**src/rtl/alu_serial_seq_if.sv**
```systemverilog
// alu_serial_seq_if: request/response bundle for the bit-serial ALU sequencer.
//   master : drives start, src1, src2, ALU_control; observes the result side.
//   slave  : the sequencer; observes the request side, drives ready, done,
//            result, zero, cout, overflow.
interface alu_serial_seq_if #(
   parameter int unsigned WIDTH = 32
) ();
   logic             start;
   logic [WIDTH-1:0] src1;
   logic [WIDTH-1:0] src2;
   logic [3:0]       ALU_control;
   logic             ready;
   logic             done;
   logic [WIDTH-1:0] result;
   logic             zero;
   logic             cout;
   logic             overflow;

   modport master (
      output start, src1, src2, ALU_control,
      input  ready, done, result, zero, cout, overflow
   );

   modport slave (
      input  start, src1, src2, ALU_control,
      output ready, done, result, zero, cout, overflow
   );
endinterface

```
**src/rtl/alu_serial_seq.sv**
```systemverilog
// alu_serial_seq: bit-serial ALU. Latches operands and a 4-bit control word on
// an accepted start, evaluates one bit per clock (LSB first) through a single
// slice with a registered carry, then presents result/zero/cout/overflow with a
// one-cycle done pulse.
//   clk   : rising-edge clock
//   rst_n : synchronous, active-low reset
//   bus   : alu_serial_seq_if.slave (start/src1/src2/ALU_control in;
//           ready/done/result/zero/cout/overflow out)
module alu_serial_seq #(
   parameter int unsigned WIDTH = 32
) (
   input logic            clk,
   input logic            rst_n,
   alu_serial_seq_if.slave bus
);
   localparam int unsigned CntW = (WIDTH > 2) ? $clog2(WIDTH) : 1;

   typedef enum logic [1:0] {StIdle, StRun, StFin} state_e;
   typedef enum logic [1:0] {OpNone, OpAnd, OpOr, OpSum} op_e;

   state_e           state_q, state_d;
   logic [WIDTH-1:0] a_q, a_d, b_q, b_d;
   logic [WIDTH-1:0] result_q, result_d;
   logic [3:0]       ctrl_q, ctrl_d;
   logic [CntW-1:0]  cnt_q, cnt_d;
   logic             carry_q, carry_d;
   logic             zero_q, zero_d;
   logic             cout_q, cout_d;
   logic             ovf_q, ovf_d;

   // Decode the incoming word while idle so the carry can be seeded with
   // B_invert at acceptance; decode the latched word otherwise.
   logic [3:0] ctrl_sel;
   logic       a_inv, b_inv, is_arith, is_addsub, is_slt;
   op_e        op_sel;

   assign ctrl_sel = (state_q == StIdle) ? bus.ALU_control : ctrl_q;

   always_comb begin
      a_inv     = 1'b0;
      b_inv     = 1'b0;
      is_arith  = 1'b0;
      is_addsub = 1'b0;
      is_slt    = 1'b0;
      op_sel    = OpNone;
      case (ctrl_sel)
         4'b0000: op_sel = OpAnd;
         4'b0001: op_sel = OpOr;
         4'b0010: begin op_sel = OpSum; is_arith = 1'b1; is_addsub = 1'b1; end
         4'b0110: begin
            op_sel = OpSum; b_inv = 1'b1; is_arith = 1'b1; is_addsub = 1'b1;
         end
         4'b0111: begin
            op_sel = OpSum; b_inv = 1'b1; is_arith = 1'b1; is_slt = 1'b1;
         end
         4'b1100: begin op_sel = OpAnd; a_inv = 1'b1; b_inv = 1'b1; end
         default: op_sel = OpNone;  // unlisted codes produce a zero result
      endcase
   end

   // One ALU slice operating on the current LSB of the operand shift registers.
   logic             a_bit, b_bit, sum_bit, maj_bit, slice_out, slt_bit, last_bit;
   logic [WIDTH-1:0] shifted_res, final_res;

   always_comb begin
      a_bit   = a_q[0] ^ a_inv;
      b_bit   = b_q[0] ^ b_inv;
      sum_bit = a_bit ^ b_bit ^ carry_q;
      maj_bit = (a_bit & b_bit) | (a_bit & carry_q) | (b_bit & carry_q);
      case (op_sel)
         OpAnd:   slice_out = a_bit & b_bit;
         OpOr:    slice_out = a_bit | b_bit;
         OpSum:   slice_out = is_slt ? 1'b0 : sum_bit;
         default: slice_out = 1'b0;
      endcase
      // Result fills from the top so bit 0 lands in place after WIDTH shifts.
      shifted_res = {slice_out, result_q[WIDTH-1:1]};
      // Sign of the true difference: MSB sum corrected by signed overflow.
      slt_bit     = sum_bit ^ (carry_q ^ maj_bit);
      final_res   = is_slt ? {{(WIDTH-1){1'b0}}, slt_bit} : shifted_res;
   end

   assign last_bit = (cnt_q == CntW'(WIDTH - 1));

   always_comb begin
      state_d  = state_q;
      a_d      = a_q;
      b_d      = b_q;
      ctrl_d   = ctrl_q;
      cnt_d    = cnt_q;
      carry_d  = carry_q;
      result_d = result_q;
      zero_d   = zero_q;
      cout_d   = cout_q;
      ovf_d    = ovf_q;
      case (state_q)
         StIdle: begin
            if (bus.start) begin
               a_d      = bus.src1;
               b_d      = bus.src2;
               ctrl_d   = bus.ALU_control;
               cnt_d    = '0;
               carry_d  = b_inv;
               result_d = '0;
               zero_d   = 1'b0;
               cout_d   = 1'b0;
               ovf_d    = 1'b0;
               state_d  = StRun;
            end
         end
         StRun: begin
            a_d      = a_q >> 1;
            b_d      = b_q >> 1;
            carry_d  = maj_bit;
            cnt_d    = cnt_q + CntW'(1);
            result_d = shifted_res;
            if (last_bit) begin
               cnt_d    = '0;
               result_d = final_res;
               zero_d   = (final_res == '0);
               cout_d   = is_arith & maj_bit;
               ovf_d    = is_addsub & (carry_q ^ maj_bit);
               state_d  = StFin;
            end
         end
         StFin:   state_d = StIdle;
         default: state_d = StIdle;
      endcase
   end

   always_ff @(posedge clk) begin
      if (!rst_n) begin
         state_q  <= StIdle;
         a_q      <= '0;
         b_q      <= '0;
         ctrl_q   <= '0;
         cnt_q    <= '0;
         carry_q  <= 1'b0;
         result_q <= '0;
         zero_q   <= 1'b0;
         cout_q   <= 1'b0;
         ovf_q    <= 1'b0;
      end else begin
         state_q  <= state_d;
         a_q      <= a_d;
         b_q      <= b_d;
         ctrl_q   <= ctrl_d;
         cnt_q    <= cnt_d;
         carry_q  <= carry_d;
         result_q <= result_d;
         zero_q   <= zero_d;
         cout_q   <= cout_d;
         ovf_q    <= ovf_d;
      end
   end

   assign bus.ready    = (state_q == StIdle);
   assign bus.done     = (state_q == StFin);
   assign bus.result   = result_q;
   assign bus.zero     = zero_q;
   assign bus.cout     = cout_q;
   assign bus.overflow = ovf_q;
endmodule

```
**src/flat_wrapper.sv**
```systemverilog
// flat-port wrapper written by rule: the top's interface ports become plain ports
module alu_serial_seq_flat 
#(
   parameter int unsigned WIDTH = 32
)
  (clk, rst_n, bus_start, bus_src1, bus_src2, bus_ALU_control, bus_ready, bus_done, bus_result, bus_zero, bus_cout, bus_overflow);
  alu_serial_seq_if #(.WIDTH(WIDTH)) bus_i ();
  input logic clk;
  input logic rst_n;
  input wire logic [$bits(bus_i.start)-1:0] bus_start;
  input wire logic [$bits(bus_i.src1)-1:0] bus_src1;
  input wire logic [$bits(bus_i.src2)-1:0] bus_src2;
  input wire logic [$bits(bus_i.ALU_control)-1:0] bus_ALU_control;
  output wire logic [$bits(bus_i.ready)-1:0] bus_ready;
  output wire logic [$bits(bus_i.done)-1:0] bus_done;
  output wire logic [$bits(bus_i.result)-1:0] bus_result;
  output wire logic [$bits(bus_i.zero)-1:0] bus_zero;
  output wire logic [$bits(bus_i.cout)-1:0] bus_cout;
  output wire logic [$bits(bus_i.overflow)-1:0] bus_overflow;
  assign bus_i.start = bus_start;
  assign bus_i.src1 = bus_src1;
  assign bus_i.src2 = bus_src2;
  assign bus_i.ALU_control = bus_ALU_control;
  assign bus_ready = bus_i.ready;
  assign bus_done = bus_i.done;
  assign bus_result = bus_i.result;
  assign bus_zero = bus_i.zero;
  assign bus_cout = bus_i.cout;
  assign bus_overflow = bus_i.overflow;
  alu_serial_seq #(.WIDTH(WIDTH)) u_core (.clk(clk), .rst_n(rst_n), .bus(bus_i));
endmodule
```
**config.mk**
```make
export PLATFORM = sky130hd
export DESIGN_NAME = alu_serial_seq_flat
export DESIGN_NICKNAME = d
export VERILOG_FILES = /design/src/rtl/alu_serial_seq_if.sv /design/src/rtl/alu_serial_seq.sv /design/src/flat_wrapper.sv
export SDC_FILE = /design/constraint.sdc
export NUM_CORES = 1
export LEC_CHECK = 0
export CAP_MARGIN = 10
export CORE_MARGIN = 5
export CORE_UTILIZATION = 54
export DETAILED_ROUTE_END_ITERATION = 7
export PLACE_DENSITY = 0.85
export SLEW_MARGIN = 20
export SYNTH_ARGS = -nofsm -noshare
export SYNTH_HDL_FRONTEND = slang
export SYNTH_SLANG_ARGS = --single-unit
```
**constraint.sdc**
```tcl
create_clock -name clk -period 4.7 [get_ports clk]
set_clock_uncertainty 0.05 [all_clocks]
set_input_delay 0.705 -clock clk [delete_from_list [all_inputs] [get_ports clk]]
set_output_delay 0.705 -clock clk [all_outputs]
set_load 0.05 [all_outputs]
```
==> summary.txt <==
status: complete, no violations
Cell Rows: 33
vias: 4359
most frequent cell after synthesis: nor2_1
Yosys reg bits: 111
Max-slew headroom: 50.4%
Crit path largest cell delay: 0.57 ns
GRT Total Usage: 22.5%
Avg WL per Cell: 16.2 microns
ys async rst share: 0%
Routed Antenna Nets: 0
Crit Path Class: primary input to flop
Post-route DRC: 0
Synth warnings: 0
# nets final: 695
die area: 10500 sq um
worst slew pin tran: 0.744 ns
dpl hpwl: 7.84 mm
CTS buffer count: 9
synth cell count leaders: 160 x nor2_1, 111 x dfxtp_1, 61 x o221ai_1, 36 x clkbuf_1, 31 x a22oi_1
antenna violations before repair: 0
placed cells: 712
Vias/cell: 6.00
Critical Path RT: 4.91 ns
Layout fillers: 670
CP delay by family, top: compound AO/OA/AOI/OAI gates
gr ovfl total: 0
Synth top area share: 47.9%
Sequential Area: 2220 sq um
share of cells above drive strength 1: 5.63%
number of flops mapped to enable cells by yosys: 0
Max Transition Viols Final: 0
maximum clock rate: 271 MHz
WP data arrival: 3.90 ns
post-CTS setup buffers: 0
routed wire length: 11.8 mm
Tcrit/Tclk final: 78.5%
Initial DRC Count: 245
placed cell area: 5710 sq um
Ant. Diodes: 0
Synth Flop Type: dfxtp_1
CP startpoint kind: primary input
vias in the first global route: 4077
clk sinks: 111
top cells by area, synth: dfxtp_1 48%, nor2_1 13%, o221ai_1 12%
CTS Buffer Depth: 2
Critical Path End Type: flop
syn_nets: 614
minimum clock period: 3.69 ns
Hold Fails Final Rpt: 0
Clock Latency Late Sink: 0.36 ns
port bufs: 107
final setup margin: 1.01 ns
sequential fraction of the synthesis area: 47.9%
Worst Hold Slack: 0.428 ns
syn avg cell area: 8.64 sq um
Die Ht: 103 microns
pwr dens: 319 nW/um^2
worst vdd ir: 0.236 mV
Placer Congestion: 0.929
Crit path buffers/inverters: 1
unrepaired setup endpoints after global routing: false
CTS tree: yes
Final Setup Violations: 0
largest net degree at the start of global routing: 74
max-cap check violation count: 0
slowest library cell on the worst path: clkdlybuf4s50_1
CTS root buffer: clkbuf_8
Final Non-Filler Cells: 727
Fin Setup TNS: 0 ns
worst-path maximum fanout: 10
# IOs: 108
Yosys cell types: 53
Post-CTS Hold Buffers: 0
area occupied by multi-input gates: 2220 sq um
core area: 8300 sq um
post_cts resized: 0
first-pass GRT wire length: 19.3 mm
cell area after layout: 5900 sq um
post-synth top area cell: dfxtp_1
H-tree levels: 3
Hold Path Class: flop to flop
pre-CTS setup slack: 0.739 ns
Final Util: 71.1%
Leak: 2.15 nW
Post-Synthesis Cells: 537
total power draw: 1.88 mW
Worst-path clk slew: 0.10 ns
Die Wd: 103 microns
synth-to-layout area growth: 27.2%
Post-Syn Area: 4640 sq um
Pre-antenna DRT Iters: 5
Initial Utilization: 55.9%
worst path cell trace: clkdlybuf4s50_1, nor4b_1, a31oi_2, o21ai_0, a21boi_0, xnor2_1, fa_1, or3_1, nor4bb_1, a31o_2
==> where the power goes <==
part           internal, mW  total (mW)  switching (mW)  leakage [nW]
Clock                 0.221       0.532           0.311        0.0918
Sequential             1.00        1.04          0.0378         0.910
Combinational         0.137       0.309           0.172          1.14
==> final cells by class <==
class	instances	share of cell area (%)
multi-input cells	376	37.7
inverters	7	0.530
flip-flops and latches	111	37.7
well taps	105	2.23
clock inverters	4	0.509
clock buffers	11	2.57
repair buffers	113	18.8
==> path summary, 6_finish.rpt <==
kind                                           from                                 to  slack (ns)  depth (start not counted)
setup / recovery                 bus_ALU_control[1]       u_core.bus.zero$_SDFFE_PN0P_        1.01                         10
hold / removal    u_core.bus.result[0]$_SDFFE_PN0P_  u_core.bus.result[0]$_SDFFE_PN0P_        0.43                          2
setup reg to reg     u_core.state_q[1]$_SDFFE_PN0P_       u_core.bus.zero$_SDFFE_PN0P_        1.29                          9
hold reg to reg   u_core.bus.result[0]$_SDFFE_PN0P_  u_core.bus.result[0]$_SDFFE_PN0P_        0.43                          2
==> tightest hold or removal path, cell delays in order (launching register included) <==
cell and delay [ns]:
dfxtp_1 0.33, nand3_1 0.06, a21oi_1 0.05
==> sequential cells by signal (all words and copies together) (netlist names) <==
signal / flops
u_core.cnt_q: 5
u_core.a_q: 32
u_core.b_q: 32
u_core.bus.zero: 1
u_core.ctrl_q: 4
u_core.state_q: 2
u_core.carry_q: 1
u_core.bus.result: 32
u_core.bus.cout: 1
u_core.bus.overflow: 1
==> logic make-up after synthesis <==
family	share of synthesized area, %
buf+inv	4.42
flops	47.9
fa+ha+maj	1.94
xor+xnor	0.755
simple gates	21.7
compound gates	22.5
mux	0.782
==> layout by cell type, fill, tap and decap left out, drive strengths merged, types with 2 or more instances in the layout <==
master / n
a211oi: 2
a21boi: 6
a21oi: 14
a22oi: 31
a31oi: 4
and2b: 2
buf: 7
clkbuf: 11
clkdlybuf4s50: 106
clkinv: 3
dfxtp: 111
fa: 2
ha: 4
inv: 7
mux2: 2
nand2: 19
nand3: 9
nand3b: 2
nand4: 2
nor2: 161
nor2b: 6
nor3: 4
nor3b: 2
nor4: 8
nor4b: 3
o21ai: 7
o221ai: 61
o31a: 2
or2: 2
or4: 2
xor2: 3
==> routing by layer <==
layer | vias up | routed length (microns) | share of wire, % | global-route usage (%)
met5 | - | 0 | 0 | 0
met2 | 157 | 5770 | 49 | 36.7
met4 | 0 | 222 | 1.9 | 6.76
met3 | 26 | 931 | 7.9 | 6.22
li1 | 2105 | - | - | -
met1 | 2071 | 4860 | 41 | 29.2
Note: power is estimated with default switching activity, not from simulation.
